[config.mk]
export PLATFORM = sky130hd
export DESIGN_NAME = rtc_apb_regs
export DESIGN_NICKNAME = d
export VERILOG_FILES = /design/src/rtl/rtc_pkg.sv /design/src/rtl/rtc_time_step.sv /design/src/rtl/rtc_apb_regs.sv
export SDC_FILE = /design/constraint.sdc
export NUM_CORES = 1
export LEC_CHECK = 0
export ABC_AREA = 1
export CORE_AREA = 2 2 158 160
export DETAILED_ROUTE_END_ITERATION = 12
export DIE_AREA = 0 0 160 162
export DONT_BUFFER_PORTS = 1
export PLACE_DENSITY_LB_ADDON = 0.3
export SLEW_MARGIN = 25
export SYNTH_ARGS = -nofsm -noshare
export SYNTH_HDL_FRONTEND = slang
export SYNTH_SLANG_ARGS = --single-unit
export TNS_END_PERCENT = 20
[constraint.sdc]
create_clock -name clk -period 4.17 [get_ports clk]
set_input_delay 0.417 -clock clk [delete_from_list [all_inputs] [get_ports clk]]
set_output_delay 0.417 -clock clk [all_outputs]
set_load 0.005 [all_outputs]
[src/rtl/rtc_pkg.sv]
// rtc_pkg: shared address map, field limits, time record and helpers for the RTC register block
package rtc_pkg;
  localparam logic [7:0] ADDR_CURR_TIME = 8'h00;
  localparam logic [7:0] ADDR_ADD_ALARM = 8'h04;
  localparam logic [7:0] ADDR_ADJ_TIME = 8'h08;
  localparam logic [7:0] ADDR_ALARM_CLR = 8'h0C;
  localparam logic [7:0] ADDR_ALARM_BASE = 8'h10;
  localparam logic [5:0] SEC_MAX = 6'd59;
  localparam logic [5:0] MIN_MAX = 6'd59;
  localparam logic [4:0] HR_MAX = 5'd23;
  localparam logic [8:0] DAY_MAX = 9'd364;
  localparam logic [5:0] YR_MAX = 6'd63;
  // Field order matches the curr_time bit layout, so the struct packs straight onto the word
  typedef struct packed {
    logic [4:0] hr;
    logic [5:0] min;
    logic [5:0] sec;
    logic [8:0] day;
    logic [5:0] yr;
  } rtc_time_t;
  typedef enum logic [1:0] {IDLE, ACCESS, ADJUST} rtc_state_e;
  function automatic logic [31:0] pack_time(rtc_time_t t);
    return t;
  endfunction
  function automatic rtc_time_t unpack_time(logic [31:0] w);
    return w;
  endfunction
endpackage

[src/rtl/rtc_time_step.sv]
// rtc_time_step: combinational one-second increment or decrement with carry/borrow across all fields
module rtc_time_step
  import rtc_pkg::*;
(
  input  rtc_time_t t,
  input  logic      dec,
  output rtc_time_t q
);
  logic c_min, c_hr, c_day, c_yr;
  always_comb begin
    c_min = dec ? t.sec == '0 : t.sec == SEC_MAX;
    c_hr = c_min && (dec ? t.min == '0 : t.min == MIN_MAX);
    c_day = c_hr && (dec ? t.hr == '0 : t.hr == HR_MAX);
    c_yr = c_day && (dec ? t.day == '0 : t.day == DAY_MAX);
    q.sec = c_min ? (dec ? SEC_MAX : '0) : (dec ? t.sec - 6'd1 : t.sec + 6'd1);
    q.min = !c_min ? t.min : c_hr ? (dec ? MIN_MAX : '0) : (dec ? t.min - 6'd1 : t.min + 6'd1);
    q.hr = !c_hr ? t.hr : c_day ? (dec ? HR_MAX : '0) : (dec ? t.hr - 5'd1 : t.hr + 5'd1);
    q.day = !c_day ? t.day : c_yr ? (dec ? DAY_MAX : '0) : (dec ? t.day - 9'd1 : t.day + 9'd1);
    q.yr = !c_yr ? t.yr : dec ? (t.yr == '0 ? YR_MAX : t.yr - 6'd1) : (t.yr == YR_MAX ? '0 : t.yr + 6'd1);
  end
endmodule

[src/rtl/rtc_apb_regs.sv]
// rtc_apb_regs: bus-slave calendar counters, alarm slots and stalling time adjustment
module rtc_apb_regs
  import rtc_pkg::*;
#(
  parameter int TICKS_PER_SEC = 4
) (
  input  logic        clk,
  input  logic        reset,
  input  logic        sel,
  input  logic        enable,
  input  logic        write,
  input  logic [7:0]  addr,
  input  logic [31:0] wdata,
  output logic        ready,
  output logic [31:0] rdata,
  output logic [31:0] sec,
  output logic [31:0] min,
  output logic [31:0] hr,
  output logic [31:0] day,
  output logic [31:0] yr,
  output logic [31:0] curr_time,
  output logic [31:0] alarm1,
  output logic [31:0] alarm2,
  output logic [31:0] alarm3,
  output logic [31:0] alarm4,
  output logic [3:0]  alarm_irq
);
  localparam int PW = TICKS_PER_SEC > 1 ? $clog2(TICKS_PER_SEC) : 1;
  localparam logic [PW-1:0] PMAX = PW'(TICKS_PER_SEC - 1);
  rtc_state_e state, state_nx;
  logic [PW-1:0] presc;
  logic [16:0] delta;
  logic adj_dec;
  rtc_time_t now, now_nx, stepped, wt;
  logic [31:0] alarm [4];
  logic [31:0] rd_mux;
  logic [3:0] add_sel, clr, match;
  logic access, wr, do_adj, wr_time, add_en, tick, step_en, load;
  rtc_time_step u_step (.t(now), .dec(state == ADJUST && adj_dec), .q(stepped));
  always_comb begin
    wt = unpack_time(wdata);
    access = state == IDLE && sel && enable;
    wr = access && write;
    do_adj = wr && addr == ADDR_ADJ_TIME && wdata[16:0] != '0;
    wr_time = wr && addr == ADDR_CURR_TIME && wt.sec <= SEC_MAX && wt.min <= MIN_MAX && wt.hr <= HR_MAX && wt.day <= DAY_MAX;
    add_en = wr && addr == ADDR_ADD_ALARM;
    clr = wr && addr == ADDR_ALARM_CLR ? wdata[3:0] : '0;
    tick = state != ADJUST && presc == PMAX;
    step_en = state == ADJUST && delta != '0;
    load = wr_time || tick || step_en;
    now_nx = wr_time ? wt : (tick || step_en) ? stepped : now;
    state_nx = access ? (do_adj ? ADJUST : ACCESS) : (state == ACCESS || (state == ADJUST && delta == '0)) ? IDLE : state;
    rd_mux = write ? '0 : addr == ADDR_CURR_TIME ? pack_time(now) : (addr[7:4] == ADDR_ALARM_BASE[7:4] && addr[1:0] == 2'b00) ? alarm[addr[3:2]] : '0;
    add_sel = '0;
    match = '0;
    for (int i = 3; i >= 0; i--) if (!alarm[i][14]) add_sel = 4'b0001 << i;
    for (int i = 0; i < 4; i++) match[i] = load && alarm[i][14] && alarm[i][31:15] == {now_nx.hr, now_nx.min, now_nx.sec};
  end
  always_ff @(posedge clk) state <= !reset ? IDLE : state_nx;
  always_ff @(posedge clk) begin
    if (!reset) begin
      presc <= '0;
      delta <= '0;
      adj_dec <= 1'b0;
      now <= '0;
      alarm <= '{default: '0};
      alarm_irq <= '0;
      ready <= 1'b0;
      rdata <= '0;
    end else begin
      presc <= state == ADJUST ? presc : (wr_time || tick) ? '0 : presc + 1'b1;
      delta <= do_adj ? wdata[16:0] : step_en ? delta - 17'd1 : delta;
      adj_dec <= do_adj ? wdata[31] : adj_dec;
      now <= now_nx;
      for (int i = 0; i < 4; i++) alarm[i] <= clr[i] ? '0 : (add_en && add_sel[i]) ? {wdata[31:15], 1'b1, 14'b0} : alarm[i];
      alarm_irq <= (alarm_irq | match) & ~clr;
      // An adjustment's ready is raised by the step that empties the counter
      ready <= (access && !do_adj) || (step_en && delta == 17'd1);
      rdata <= access ? rd_mux : '0;
    end
  end
  assign sec = 32'(now.sec);
  assign min = 32'(now.min);
  assign hr = 32'(now.hr);
  assign day = 32'(now.day);
  assign yr = 32'(now.yr);
  assign curr_time = pack_time(now);
  assign alarm1 = alarm[0];
  assign alarm2 = alarm[1];
  assign alarm3 = alarm[2];
  assign alarm4 = alarm[3];
endmodule

==> impl_metrics.csv <==
group,metric,value,unit
critical_path,arrival,3860,ps
critical_path,rrSetupSlack,640,ps
clock_network,clockBufferDepth,2,
logic_synthesis,avgSynthCellArea,6.550,µm²
place,placed_area,10670,µm²
timing,worst_pin_slew,1037,ps
drt,dr.pass1.iters,6,
die,rows,57,
critical_path,crit_path_end_kind,"register",
global_route,grt_max_degree,41,
min_path,min_path_type,"in -> reg",
drt,via_per_inst,5.451,
logic_synthesis,synth_top_area_share,28.95,%
cells_and_area,drive_gt1_share,5.263,%
logic_synthesis,synth_area,11270,µm²
die,die_w,160,µm
critical_path,crit_path_start_kind,"register",
cells_and_area,fin_nets,1734,
clock_network,clk_pin_slew,70,ps
timing,finalClockSkew,14.97,ps
power_and_ir_drop,powerDensity,308.5,nW/µm²
drt,drc,0,
place,gp_congestion,0.9931,
timing,rsz0062_at_grt,"false",
min_path,worstHoldPathCells,2,
critical_path,cp.required,4500,ps
critical_path,crit_fanout,30,
logic_synthesis,synthTopCellsByArea,"dfxtp_1 29%, buf_4 15%, nand2_1 13%, nor2_1 7.1%, inv_1 6.5%",
clock_network,clk_latency,440,ps
cells_and_area,fin_area,11280,µm²
clock_network,cts_tree,"done",
logic_synthesis,seq_area_frac_synth,28.95,%
clock_network,cts.repair.resized,0,
clock_network,cts_setup_buffers,0,
timing,setup_tns,0,ps
logic_synthesis,yosysUniqueCellTypes,49,
logic_synthesis,synth_top_cell_by_area,"dfxtp_1",
die,die_y,162,µm
timing,setup_viol,0,
global_route,grt_pass1_wl,59.40,mm
cells_and_area,n_antenna_cell,0,
drt,wl_per_cell,19.76,µm
cells_and_area,utilization,46.80,%
place,numPortBuffers,0,
timing,slew_viol_final,0,
critical_path,r2r-end,"alarm2[31]",
flow_run,maxCapViolations,0,
logic_synthesis,synthCells,1721,
clock_network,clock_sinks,163,
power_and_ir_drop,p_leak,5.323,nW
global_route,first_global_vias,9805,
min_path,holdCritStartpoint,"reset",
die,coreArea,24110,µm²
timing,slew_headroom,30.44,%
min_path,min_to,"delta[4]",
critical_path,setup.worst_path.class,"reg -> reg",
logic_synthesis,synth-edff-count,0,
drt,drt_iter0_markers,1215,
clock_network,cts.hold.buffers_added,0,
drt,ant_nets,0,
run_status,status,"completed",
cells_and_area,syn2layout_area_growth,0.06642,%
die,start_util,46.77,%
drt,vias,10980,
clock_network,cts-root-buf,"clkbuf_16",
critical_path,rr_worst_depth,9,
logic_synthesis,synth_flop_cell,"dfxtp_1",
global_route,track_usage,29.77,%
critical_path,reg2reg_from,"state[1]",
logic_synthesis,synth-seq-cells,163,
logic_synthesis,async_flop_share,0,%
die,io_pins,402,
die,dieArea,25920,µm²
timing,layout_min_cycle_time,3527,ps
place,dp_hpwl,30.45,mm
global_route,grt-ovfl-total,0,
logic_synthesis,yosys-top-cells-count,"393 x nand2_1, 218 x buf_4, 213 x nor2_1",
clock_network,h-tree-depth,4,
timing,period_share,84.58,%
timing,hold_viol_final,0,
timing,max_freq,283.5,MHz
power_and_ir_drop,peakVddDrop,222.7,µV
clock_network,numCtsBuffers,17,
logic_synthesis,ys_warn_count,0,
drt,totalWireLength,39.82,mm
global_route,antenna_found_initial,0,
logic_synthesis,yosysMostFrequentCell,"nand2_1",
## power breakdown
part / switching (mW) / total [mW] / internal, mW
Combinational: 0.192 / 0.250 / 0.0571
Clock: 0.730 / 1.65 / 0.922
Sequential: 0.0153 / 1.58 / 1.56
## cell usage in the layout (no fill, tap or decap), drive strengths merged
cell      synthesis  layout
xor2             15      15
o211ai            9       9
clkinv            1       5
a21oi            41      41
conb              1     184
o21ai            35      35
nand3b            3       3
dfxtp           163     163
clkbuf           35      19
buf             226      16
ha               11      11
o21bai            2       2
o21a              2       2
o41ai             2       2
bufinv            0       2
nand3           136     136
o221ai            8       8
or2              12      12
clkinvlp          0       1
o311ai            3       3
nor4              7       7
a211oi           61      61
a21o              2       2
nor3             11      11
o31ai             1       1
a221oi            2       2
inv             202     208
mux2i             1       1
a31oi            13      13
nand2           407     407
nor2            220     220
xnor2             6       6
o22ai            40      40
nand4            28      28
o32ai            15      15
## kinds of logic (layout without fill, tap and decap cells)
kind of cell,after synthesis,count (layout),share of synthesized area (%)
simple gates,824,824,31.35
flops,163,163,28.95
fa+ha+maj,11,11,1.221
other cells,1,184,0.03326
compound gates,236,236,13.81
buf+inv,464,251,22.92
mux,1,1,0.08879
xor+xnor,21,21,1.632
## worst max path at each step
| stage | cells after the start | to | start |
|---|---|---|---|
| 6_report | 9 | alarm2[31] | state[1] |
| 5_1_grt | 9 | alarm2[15] | state[1] |
| 4_1_cts | 18 | alarm_irq[1] | state[1] |
| 3_5_place_dp | 16 | alarm_irq[1] | addr[7] |
| 3_3_place_gp | 16 | alarm_irq[1] | addr[7] |
| 2_1_floorplan | 25 | alarm_irq[1] | state[0] |
## registers in the layout (all words and copies together) (netlist names)
name	flops
curr_time	32
state	2
rdata	32
alarm1	18
adj_dec	1
alarm2	18
presc	2
alarm3	18
ready	1
alarm4	18
delta	17
alarm_irq	4
## stage by stage
stage / total power, mW / worst slack [ps] / cells / hold WS [ps]
global route: 3.580 / 479.4 / 2015 / 72.39
global placement: 1.850 / 921.4 / 1983 / 475.3
CTS: 3.472 / 907.9 / 2015 / 73.40
finish: 3.480 / 642.9 / 2015 / 83.67
detailed placement: 1.851 / 865.7 / 1983 / 491.8
floorplan: 1.910 / 1685 / 1904 / 461.3
## critical path, cell delays in order, from the launching register on
cell and delay, ps:
dfxtp_1 450, nor2_4 200, nand2_4 90, nor2_8 150, inv_4 60, nor3_1 370
nand3_1 270, nor2_1 400, clkinv_1 930, a211oi_1 490
## final cells by class
cell class / count / area (µm²)
fill: 2547 / 12820
multi-input combinational: 1277 / 6120
sequential: 163 / 3263
inverter: 203 / 764.5
clock buffer: 19 / 442.9
tap: 324 / 405.4
clock inverter: 13 / 165.2
timing repair buffer: 16 / 120.1
## metal layers
layer  wire (µm)  part of all wire (%)  track usage [%]
met1       16160                    41            38.68
met4         942                   2.4            9.255
met2       18400                    46            48.98
met5           0                     0                0
met3        4320                    11            7.303
No activity file was read; power rests on OpenSTA's default activity.
